**config.mk**
```make
export PLATFORM = sky130hd
export DESIGN_NAME = voice_allocator_flat
export DESIGN_NICKNAME = d
export VERILOG_FILES = /design/src/rtl/sass_pkg.sv /design/src/rtl/voice_allocator_if.sv /design/src/rtl/voice_allocator_voice_pick.sv /design/src/rtl/voice_allocator.sv /design/src/flat_wrapper.sv
export SDC_FILE = /design/constraint.sdc
export NUM_CORES = 1
export LEC_CHECK = 0
export CAP_MARGIN = 20
export CELL_PAD_IN_SITES_DETAIL_PLACEMENT = 1
export CELL_PAD_IN_SITES_GLOBAL_PLACEMENT = 1
export CORE_MARGIN = 2
export CORE_UTILIZATION = 29
export CTS_CLUSTER_DIAMETER = 60
export DETAILED_ROUTE_END_ITERATION = 10
export DONT_BUFFER_PORTS = 1
export PLACE_DENSITY = 0.54
export SLEW_MARGIN = 10
export SYNTH_ARGS = -nofsm -noshare
export SYNTH_HDL_FRONTEND = slang
export SYNTH_SLANG_ARGS = --single-unit
```
**constraint.sdc**
```tcl
create_clock -name clk -period 5.48 [get_ports clk]
set_input_delay 0.822 -clock clk [delete_from_list [all_inputs] [get_ports clk]]
set_output_delay 0.822 -clock clk [all_outputs]
set_load 0.01 [all_outputs]
```
**src/rtl/sass_pkg.sv**
```systemverilog
// Shared soundpath types and default sizes for the keypad-to-voice path.
package sass_pkg;

  localparam int unsigned NOTE_W         = 4;
  localparam int unsigned KEY_IDX_W      = 4;
  localparam int unsigned NUM_VOICES_DEF = 4;
  localparam int unsigned NUM_KEYS_DEF   = 13;

  typedef logic [NOTE_W-1:0] note_t;

  localparam note_t NOTE_SILENT = 4'd0;

endpackage

```
**src/rtl/voice_allocator_if.sv**
```systemverilog
// Keypad/sequencer inputs and per-voice note outputs of the voice allocator.
interface voice_allocator_if
  import sass_pkg::*;
#(
  parameter int unsigned NUM_VOICES = NUM_VOICES_DEF,
  parameter int unsigned NUM_KEYS   = NUM_KEYS_DEF
) ();

  logic [NUM_KEYS-1:0]          key_down;
  logic                         seq_on;
  note_t                        seq_note;
  logic [NOTE_W*NUM_VOICES-1:0] voice_note;
  logic [NUM_VOICES-1:0]        voice_active;
  logic [2:0]                   active_count;
  logic                         steal_pulse;

  modport master (
    output key_down, seq_on, seq_note,
    input  voice_note, voice_active, active_count, steal_pulse
  );

  modport slave (
    input  key_down, seq_on, seq_note,
    output voice_note, voice_active, active_count, steal_pulse
  );

endinterface

```
**src/rtl/voice_allocator_voice_pick.sv**
```systemverilog
// Target voice selection: lowest free voice, else the oldest eligible voice
// (ties to the lowest index), flagged as a steal.
module voice_pick #(
  parameter int unsigned NUM_VOICES = 4,
  parameter int unsigned AW         = $clog2(NUM_VOICES)
) (
  input  logic [NUM_VOICES-1:0]    free_i,
  input  logic [NUM_VOICES-1:0]    elig_i,
  input  logic [NUM_VOICES*AW-1:0] age_i,
  output logic [AW-1:0]            idx_o,
  output logic                     found_o,
  output logic                     steal_o
);

  logic          any_free;
  logic [AW-1:0] best_age;

  always_comb begin
    idx_o    = '0;
    found_o  = 1'b0;
    steal_o  = 1'b0;
    any_free = 1'b0;
    best_age = '0;
    for (int unsigned v = 0; v < NUM_VOICES; v++) begin
      if (free_i[v] && !any_free) begin
        any_free = 1'b1;
        idx_o    = AW'(v);
      end
    end
    if (any_free) begin
      found_o = 1'b1;
    end else begin
      // strict compare keeps the lowest index among equal ages
      for (int unsigned v = 0; v < NUM_VOICES; v++) begin
        if (elig_i[v] && (!steal_o || (age_i[v*AW +: AW] > best_age))) begin
          steal_o  = 1'b1;
          best_age = age_i[v*AW +: AW];
          idx_o    = AW'(v);
        end
      end
      found_o = steal_o;
    end
  end

endmodule

```
**src/rtl/voice_allocator.sv**
```systemverilog
// Polyphonic voice scheduler: key-to-voice ownership, one allocation per cycle.
// Optional oldest-voice stealing is built when VOICE_STEAL_EN is defined.
module voice_allocator
  import sass_pkg::*;
#(
  parameter int unsigned NUM_VOICES = NUM_VOICES_DEF,
  parameter int unsigned NUM_KEYS   = NUM_KEYS_DEF
) (
  input  logic             clk,
  input  logic             rst,
  voice_allocator_if.slave bus
);

  localparam int unsigned   AW      = $clog2(NUM_VOICES);
  localparam int unsigned   KW      = KEY_IDX_W;
  localparam logic [AW-1:0] AGE_MAX = AW'(NUM_VOICES - 1);

  logic [NUM_VOICES-1:0]        vact_q, vact_r, vact_d, act_d;
  logic [KW-1:0]                vkey_q [NUM_VOICES];
  logic [KW-1:0]                vkey_d [NUM_VOICES];
  logic [AW-1:0]                vage_q [NUM_VOICES];
  logic [AW-1:0]                vage_d [NUM_VOICES];
  logic [NUM_KEYS-1:0]          asg_q, asg_r, asg_d;
  logic [NUM_KEYS-1:0]          dead_c, pend_c;
  logic [NUM_VOICES-1:0]        seq_mask, free_c, elig_c;
  logic [NUM_VOICES*AW-1:0]     age_flat;
  logic                         pend_any;
  logic [KW-1:0]                pend_idx;
  logic [AW-1:0]                pick_idx;
  logic                         pick_found, pick_steal;
  logic [NOTE_W*NUM_VOICES-1:0] note_d, note_q;
  logic [NUM_VOICES-1:0]        active_q;
  logic [3:0]                   cnt_c;
  logic [2:0]                   count_d, count_q;
`ifdef VOICE_STEAL_EN
  logic [NUM_KEYS-1:0]          dead_q, dead_r, dead_d;
  logic                         steal_d, steal_q;
`endif

  // Release stage: drop voices whose key is up, then hand voice 0 to the sequencer
  always_comb begin
    vact_r = vact_q;
    asg_r  = asg_q & bus.key_down;
`ifdef VOICE_STEAL_EN
    dead_r = dead_q & bus.key_down;
`endif
    for (int unsigned v = 0; v < NUM_VOICES; v++) begin
      for (int unsigned k = 0; k < NUM_KEYS; k++) begin
        if ((KW'(k) == vkey_q[v]) && !bus.key_down[k]) vact_r[v] = 1'b0;
      end
    end
    if (bus.seq_on && vact_r[0]) begin
      vact_r[0] = 1'b0;
      for (int unsigned k = 0; k < NUM_KEYS; k++) begin
        if (KW'(k) == vkey_q[0]) begin
          asg_r[k] = 1'b0;
`ifdef VOICE_STEAL_EN
          dead_r[k] = 1'b1;
`endif
        end
      end
    end
  end

`ifdef VOICE_STEAL_EN
  assign dead_c = dead_r;
  assign elig_c = vact_r & ~seq_mask;
`else
  assign dead_c = '0;
  assign elig_c = '0;
`endif

  assign seq_mask = NUM_VOICES'(bus.seq_on);
  assign free_c   = ~vact_r & ~seq_mask;
  assign pend_c   = bus.key_down & ~asg_r & ~dead_c;

  always_comb begin
    pend_any = 1'b0;
    pend_idx = '0;
    for (int unsigned k = 0; k < NUM_KEYS; k++) begin
      if (pend_c[k] && !pend_any) begin
        pend_any = 1'b1;
        pend_idx = KW'(k);
      end
    end
  end

  for (genvar g = 0; g < NUM_VOICES; g++) begin : g_age
    assign age_flat[g*AW +: AW] = vage_q[g];
  end

  voice_pick #(
    .NUM_VOICES (NUM_VOICES),
    .AW         (AW)
  ) u_pick (
    .free_i  (free_c),
    .elig_i  (elig_c),
    .age_i   (age_flat),
    .idx_o   (pick_idx),
    .found_o (pick_found),
    .steal_o (pick_steal)
  );

  // Allocation stage: at most one pending key takes the picked voice
  always_comb begin
    vact_d = vact_r;
    vkey_d = vkey_q;
    vage_d = vage_q;
    asg_d  = asg_r;
`ifdef VOICE_STEAL_EN
    dead_d  = dead_r;
    steal_d = 1'b0;
`endif
    if (pend_any && pick_found) begin
      for (int unsigned v = 0; v < NUM_VOICES; v++) begin
        if (vact_r[v] && (AW'(v) != pick_idx) && (vage_q[v] != AGE_MAX))
          vage_d[v] = vage_q[v] + AW'(1);
      end
      if (pick_steal) begin
`ifdef VOICE_STEAL_EN
        steal_d = 1'b1;
`endif
        for (int unsigned v = 0; v < NUM_VOICES; v++) begin
          for (int unsigned k = 0; k < NUM_KEYS; k++) begin
            if ((AW'(v) == pick_idx) && (KW'(k) == vkey_q[v])) begin
              asg_d[k] = 1'b0;
`ifdef VOICE_STEAL_EN
              dead_d[k] = 1'b1;
`endif
            end
          end
        end
      end
      for (int unsigned v = 0; v < NUM_VOICES; v++) begin
        if (AW'(v) == pick_idx) begin
          vact_d[v] = 1'b1;
          vkey_d[v] = pend_idx;
          vage_d[v] = '0;
        end
      end
      for (int unsigned k = 0; k < NUM_KEYS; k++) begin
        if (KW'(k) == pend_idx) asg_d[k] = 1'b1;
      end
    end
  end

  // Output images are built from next state so a press shows on the next edge
  always_comb begin
    note_d = {NUM_VOICES{NOTE_SILENT}};
    act_d  = vact_d | seq_mask;
    cnt_c  = '0;
    for (int unsigned v = 0; v < NUM_VOICES; v++) begin
      if (vact_d[v]) note_d[v*NOTE_W +: NOTE_W] = NOTE_W'(vkey_d[v] + KW'(1));
      cnt_c = cnt_c + 4'(act_d[v]);
    end
    if (bus.seq_on) note_d[NOTE_W-1:0] = bus.seq_note;
    count_d = cnt_c[3] ? 3'd7 : cnt_c[2:0];
  end

  always_ff @(posedge clk) begin
    if (rst) begin
      vact_q   <= '0;
      asg_q    <= '0;
      note_q   <= '0;
      active_q <= '0;
      count_q  <= '0;
      for (int unsigned v = 0; v < NUM_VOICES; v++) begin
        vkey_q[v] <= '0;
        vage_q[v] <= '0;
      end
    end else begin
      vact_q   <= vact_d;
      asg_q    <= asg_d;
      note_q   <= note_d;
      active_q <= act_d;
      count_q  <= count_d;
      for (int unsigned v = 0; v < NUM_VOICES; v++) begin
        vkey_q[v] <= vkey_d[v];
        vage_q[v] <= vage_d[v];
      end
    end
  end

`ifdef VOICE_STEAL_EN
  always_ff @(posedge clk) begin
    if (rst) begin
      dead_q  <= '0;
      steal_q <= 1'b0;
    end else begin
      dead_q  <= dead_d;
      steal_q <= steal_d;
    end
  end

  assign bus.steal_pulse = steal_q;
`else
  assign bus.steal_pulse = 1'b0;
`endif

  assign bus.voice_note   = note_q;
  assign bus.voice_active = active_q;
  assign bus.active_count = count_q;

endmodule

```
**src/flat_wrapper.sv**
```systemverilog
// flat-port wrapper written by rule: the top's interface ports become plain ports
module voice_allocator_flat import sass_pkg::*;
#(
  parameter int unsigned NUM_VOICES = NUM_VOICES_DEF,
  parameter int unsigned NUM_KEYS   = NUM_KEYS_DEF
)
  (clk, rst, bus_key_down, bus_seq_on, bus_seq_note, bus_voice_note, bus_voice_active, bus_active_count, bus_steal_pulse);
  voice_allocator_if #(.NUM_VOICES(NUM_VOICES), .NUM_KEYS(NUM_KEYS)) bus_i ();
  input  logic clk;
  input  logic rst;
  input wire logic [$bits(bus_i.key_down)-1:0] bus_key_down;
  input wire logic [$bits(bus_i.seq_on)-1:0] bus_seq_on;
  input wire logic [$bits(bus_i.seq_note)-1:0] bus_seq_note;
  output wire logic [$bits(bus_i.voice_note)-1:0] bus_voice_note;
  output wire logic [$bits(bus_i.voice_active)-1:0] bus_voice_active;
  output wire logic [$bits(bus_i.active_count)-1:0] bus_active_count;
  output wire logic [$bits(bus_i.steal_pulse)-1:0] bus_steal_pulse;
  assign bus_i.key_down = bus_key_down;
  assign bus_i.seq_on = bus_seq_on;
  assign bus_i.seq_note = bus_seq_note;
  assign bus_voice_note = bus_i.voice_note;
  assign bus_voice_active = bus_i.voice_active;
  assign bus_active_count = bus_i.active_count;
  assign bus_steal_pulse = bus_i.steal_pulse;
  voice_allocator #(.NUM_VOICES(NUM_VOICES), .NUM_KEYS(NUM_KEYS)) u_core (.clk(clk), .rst(rst), .bus(bus_i));
endmodule
```
## Yosys cells after proc, flatten, opt, wreduce, memory -nomap -nowiden

Index checks and enable logic that the tools add are counted.

| word-level totals | value |
|---|---|
| bits of input ports | 20 |
| output and inout port bits | 24 |
| logic and storage cells | 325 |
| bits in registers | 56 |

| cells by class | value |
|---|---|
| reductions and logical operators | 106 |
| muxes and demuxes | 127 |
| bitwise logic cells | 10 |
| eq/ne operators | 63 |
| $add $sub $neg | 7 |

Operators by type and width:

| cell | count |
|---|---|
| 1-bit two-way mux | 103 |
| 4-bit == test (first input constant) | 25 |
| 3-bit by 4-bit == test with 1-bit output (first input constant) | 20 |
| 1-bit logical AND | 69 |
| 4-bit two-way mux | 12 |
| 2-bit by 4-bit == test with 1-bit output (first input constant) | 10 |
| 1-bit logical NOT | 28 |
| 13-bit bitwise AND | 2 |
| 13-bit two-way mux | 2 |
| 1-bit by 4-bit == test with 1-bit output (first input constant) | 5 |
| 4-bit logical NOT | 5 |
| 4-bit by 1-bit adder with 4-bit output (second input constant) | 4 |
| 16-bit two-way mux | 1 |
| 3-bit two-way mux | 5 |
| 13-bit NOT | 1 |
| 4-bit by 1-bit adder with 4-bit output | 2 |
| 2-bit two-way mux | 4 |
| 2-bit OR reduction | 3 |
| 4-bit bitwise AND | 1 |
| 2-bit == test (first input constant) | 2 |
| 1-bit NOT with 4-bit output | 1 |
| 4-bit NOT | 1 |
| 4-bit by 1-bit bitwise OR with 4-bit output | 1 |
| 1-bit NOT | 3 |
| other kinds (3) | 3 |

## Logic depth before layout (Yosys ltp)

| logic depth | value |
|---|---|
| depth after elaboration | 63 |
| gate-level depth with buffers | 15 |
| gate-level depth less buffers | 14 |

## Hierarchy

From an unflattened synthesis, not the netlist that was laid out.

| second synthesis, totals | value |
|---|---|
| cells, all modules | 591 |
| area, all modules | 4,571.9 um^2 |

Modules (own cells, without submodules):

| module | area each (um^2) | instances | cells an instance |
|---|---|---|---|
| voice_allocator | 4,259.1 | 1 | 546 |
| voice_pick | 312.8 | 1 | 45 |

## Worst setup path before layout

No wires, ideal clock.

| timing | value |
|---|---|
| path type | input -> register |
| start | in bus_seq_on |
| end | reg u_core.count_q[1], in the netlist u_core.bus.active_count[1] |
| path buffers | 1 |
| cell stages on the path | 15 |
| setup slack | 1.955 ns |
| setup time | 0.128 ns |
| arrival | 3.398 ns |
| required time | 5.352 ns |
| cell sequence | buf_2 nand4b_1 o21ai_0 a22oi_1 o211ai_1 nor3_1 nor2_1 nor2_1 inv_1 ha_1 inv_1 fa_1 inv_1 ha_1 nor2b_1 |

| between the ends | value |
|---|---|
| cells in the longest elaborated chain, start to end | 48 |

Ends and longest elaborated chain:

| element | line | source |
|---|---|---|
| start, declared | flat_wrapper.sv:12 | `input wire logic [$bits(bus_i.seq_on)-1:0] bus_seq_on;` |
| 1-bit logical AND | voice_allocator.sv:52 | `if (bus.seq_on && vact_r[0]) begin` |
| 13-bit two-way mux | voice_allocator.sv:52 |  |
| 13-bit NOT | voice_allocator.sv:75 | `assign pend_c = bus.key_down & ~asg_r & ~dead_c;` |
| 13-bit bitwise AND | voice_allocator.sv:75 |  |
| 1-bit two-way mux | voice_allocator.sv:81 | `if (pend_c[k] && !pend_any) begin` |
| 1-bit logical NOT | voice_allocator.sv:81 |  |
| 1-bit logical AND | voice_allocator.sv:81 |  |
| 1-bit two-way mux | voice_allocator.sv:81 |  |
| [33 not listed] | -- |  |
| 1-bit logical AND | voice_allocator.sv:114 | `if (pend_any && pick_found) begin` |
| 4-bit two-way mux * | voice_allocator.sv:114 |  |
| 4-bit by 1-bit bitwise OR with 4-bit output * | voice_allocator.sv:150 | `act_d = vact_d \| seq_mask;` |
| net u_core.act_d[1] | voice_allocator.sv:18 | `logic [NUM_VOICES-1:0] vact_q, vact_r, vact_d, act_d;` |
| 1-bit by 1-bit adder with 2-bit output * | voice_allocator.sv:154 | `cnt_c = cnt_c + 4'(act_d[v]);` |
| 4-bit by 1-bit adder with 4-bit output * (2 in a row) | voice_allocator.sv:154 |  |
| net u_core.cnt_c[1] | voice_allocator.sv:33 | `logic [3:0] cnt_c;` |
| 3-bit two-way mux * | voice_allocator.sv:157 | `count_d = cnt_c[3] ? 3'd7 : cnt_c[2:0];` |
| end signal, assigned | voice_allocator.sv:176 | `count_q <= count_d;` |
| end, declared | voice_allocator.sv:34 | `logic [2:0] count_d, count_q;` |

The timed path passes the listed nets; every way through them passes the cells marked *.
A chain may end at the register's enable or synchronous reset.

## Final worst setup path

| timing | value |
|---|---|
| start | reg u_core.vkey_q[14] (netlist bit) |
| end | reg u_core.count_q[1], in the netlist u_core.bus.active_count[1] |

| between the ends | value |
|---|---|
| cells in the longest elaborated chain, start to end | 63 |

Ends and longest elaborated chain:

| element | line | source |
|---|---|---|
| start, declared | voice_allocator.sv:19 | `logic [KW-1:0] vkey_q [NUM_VOICES];` |
| start signal, assigned by index | voice_allocator.sv:178 | `vkey_q[v] <= vkey_d[v];` |
| 4-bit logical NOT | voice_allocator.sv:49, voice_allocator.sv:55 |  |
| 1-bit logical AND | voice_allocator.sv:49 | `if ((KW'(k) == vkey_q[v]) && !bus.key_down[k]) vact_r[v] = 1'b0;` |
| 1-bit two-way mux (13 in a row) | voice_allocator.sv:49 |  |
| 1-bit logical AND | voice_allocator.sv:52 |  |
| 13-bit two-way mux | voice_allocator.sv:52 |  |
| 13-bit NOT | voice_allocator.sv:75 |  |
| 13-bit bitwise AND | voice_allocator.sv:75 |  |
| 1-bit two-way mux | voice_allocator.sv:81 |  |
| [36 not listed] | -- |  |
| 1-bit logical AND | voice_allocator.sv:114 |  |
| 4-bit two-way mux * | voice_allocator.sv:114 |  |
| 4-bit by 1-bit bitwise OR with 4-bit output * | voice_allocator.sv:150 |  |
| net u_core.act_d[1] | voice_allocator.sv:18 |  |
| 1-bit by 1-bit adder with 2-bit output * | voice_allocator.sv:154 |  |
| 4-bit by 1-bit adder with 4-bit output * (2 in a row) | voice_allocator.sv:154 |  |
| net u_core.cnt_c[1] | voice_allocator.sv:33 |  |
| 3-bit two-way mux * | voice_allocator.sv:157 |  |

Marked as above.

==> summary.txt <==
status -> finished, final reports clean
reg2reg path depth -> 14
Post-synth ARST share -> 0%
Clock Skews -> 0.0112 ns
Root Driver -> clkbuf_8
EDFF count, synth -> 0
Syn-to-layout area delta -> 5.57%
drt pass-1 iters -> 4
initial antenna violation count -> 0
CP Class -> reg2reg
Worst-Skew Late Latency -> 0.32 ns
Mapped Cells -> 340
Cell Area, Placed -> 0.00316 mm^2
CTS Buf Count -> 5
Hold Path End -> u_core.asg_q[1]
vias post-DR -> 2,620
Mean Syn Cell Area -> 9.11 um^2
power per standard cell area -> 255 mW/mm^2
DR vias/cell -> 5.61
post-synth cell types -> 73
die footprint -> 0.0115 mm^2
Overflow after GRT -> 0
HP Class -> reg2reg
Syn Nets -> 367
global-route wire length before repair -> 15.4 mm
Placeable Area -> 0.0104 mm^2
CTS tree -> yes
placer's final routability congestion estimate -> 0.895
setup violators final -> 0
max-slew violation count -> 0
Reg clk slew, reported paths -> 0.11 ns
post-route ant nets -> 0
Hold Violations, Final -> 0
CP Data Required Time -> 5.70 ns
die width -> 107 um
Starting DRT DRC Count -> 146
Resize count post-CTS -> 0
Hold Buf Count CTS -> 0
static leakage -> 1.23 nW
Final Cycle Share -> 70.4%
ys flop type -> dfxtp_1
# H-tree levels -> 2
fin area -> 0.00327 mm^2
reg2reg end -> u_core.bus.active_count[1]
Die Height -> 107 um
DPL Wire Length -> 7.02 mm
clock sinks -> 53
Critical path origin -> u_core.vkey_q[14]
vias in the first global route -> 2,694
starting density of the core -> 29.9%
Synth Cell Area -> 0.00310 mm^2
Fillers -> 1,240
ANT cells -> 0
DR WL/cell -> 20.3 um
Slew HR -> 46.4%
Hold WS -> 0.472 ns
Max clock buf depth -> 2
Crit Path Max Fanout -> 15
number of synthesized register bits -> 53
Core Rows -> 37
Peak supply drop -> 0.115 mV
final net count -> 357
IO buf count -> 0
maxcap violations -> 0
Synth Warn # -> 0
Achievable Freq -> 259 MHz
Crit. End Element -> flop
min cycle time layout -> 3.86 ns
data arrival time of the worst path -> 4.08 ns
GRT Overall Usage -> 17.3%
layout cell share with drive strength beyond 1 -> 9.97%
Final TNS setup -> 0 ns
unrepaired setup endpoints after global routing -> false
Post-CTS Setup Bufs -> 0
routed wire length -> 9.47 mm
Layout Utilization -> 31.5%
Reg2Reg Launch Point -> u_core.vkey_q[14]
# DRC -> 0
IO Count -> 44
Slew @ Worst Pin -> 0.801 ns
Worst Hold Launch -> u_core.asg_q[1]
pin count of the biggest net entering global routing -> 43
hold path cells -> 2
register-to-register setup slack -> 1.62 ns
startpoint types -> flop
Seq/Total Area, Yosys -> 34.2%
Yosys cell counts, types with 4 or more instances:
cell	instances	area (um^2)
nand3_1	12	60.1
inv_1	20	75.1
nand4b_1	4	35.0
nand2_1	14	52.6
and2_1	4	25.0
nor2b_1	12	75.1
mux2i_1	16	160
o21ai_0	11	55.1
dfxtp_1	53	1060
mux4_2	8	180
a22o_1	6	52.6
o211ai_1	4	30.0
a21oi_1	11	55.1
nor2_1	39	146
a32oi_1	5	43.8
a22oi_1	7	52.6
ha_1	6	75.1
nand2b_1	7	43.8
o31ai_1	5	37.5
buf_4	6	45.0
xor2_1	4	35.0
a31oi_1	4	25.0
nor3_1	8	40.0
clkbuf_1	5	18.8
power by group:
part / total, mW / internal [mW] / leakage (nW) / switching (mW)
combinational: 0.130 / 0.0558 / 0.747 / 0.0739
clock: 0.278 / 0.138 / 0.0554 / 0.141
sequential: 0.426 / 0.403 / 0.432 / 0.0237
registers in the layout, summed over array words and instances (netlist names):
name                     count
u_core.bus.voice_active      4
u_core.vact_q                1
u_core.bus.active_count      3
u_core.asg_q                13
u_core.vkey_q               16
u_core.bus.voice_note       16
how the worst max path moves through the flow:
stage | to | cells after the start
after floorplan | u_core.bus.active_count[1] | 15
after global placement | u_core.bus.active_count[1] | 14
after detailed placement | u_core.bus.active_count[1] | 14
after CTS | u_core.bus.active_count[1] | 14
after global routing | u_core.bus.active_count[1] | 14
final | u_core.bus.active_count[1] | 14
routing by layer:
metal	track usage, %	up-vias	share of wire, %	wire, um
li1	-	1224	-	-
met1	24.0	1296	48	4560
met2	26.1	85	44	4170
met4	5.95	0	2.0	189
met3	4.12	15	5.9	556
met5	0	-	0	0
layout make-up:
type | instances | area, um^2 | share of cell area [%]
Tap cell | 136 | 170 | 5.20
Timing Repair Buffer | 1 | 7.51 | 0.230
Clock buffer | 6 | 72.6 | 2.22
Clock inverter | 2 | 38.8 | 1.19
Multi-Input combinational cell | 249 | 1850 | 56.4
Sequential cell | 53 | 1060 | 32.4
Inverter | 20 | 75.1 | 2.30
cells in the final DEF (no fill, tap or decap), drive strengths merged, types with 5 or more instances in the layout:
master,Yosys,final
nor2,40,40
clkbuf,5,6
a22oi,8,8
o31ai,5,5
nand2,14,14
nor3,8,8
dfxtp,53,53
a21oi,12,12
nand3,12,12
mux4,8,8
inv,20,20
a22o,6,6
o21ai,13,13
and2,6,6
a32oi,5,5
mux2i,16,16
nor2b,12,12
nand2b,7,7
ha,6,6
metrics by stage:
| stage | setup WS (ns) | total power, mW | cells |
|---|---|---|---|
| finish | 1.62 | 0.834 | 467 |
| global placement | 1.60 | 0.564 | 459 |
| floorplan | 1.95 | 0.536 | 340 |
| global route | 1.17 | 0.879 | 467 |
| CTS | 1.62 | 0.844 | 467 |
| detailed placement | 1.58 | 0.564 | 459 |
logic make-up after synthesis:
group / Yosys count / synth area share (%)
fa+ha+maj: 7 / 3.07
buf+inv: 38 / 6.18
simple gates: 131 / 24.5
compound gates: 78 / 18.4
other cells: 1 / 0.121
xor+xnor: 6 / 1.70
mux: 26 / 11.8
flops: 53 / 34.2
worst max-delay path: stages (launching register included):
cell and delay (ns):
dfxtp_1 0.68, nand4b_1 0.28, o21ai_0 0.17, a22oi_1 0.48
o211ai_1 0.21, nor3_1 0.56, nor2_1 0.11, nor2_1 0.14
inv_1 0.06, ha_1 0.26, inv_1 0.05, fa_1 0.38
inv_1 0.06, ha_1 0.21, nor2b_1 0.12
Power figures use the tool's default switching activity.
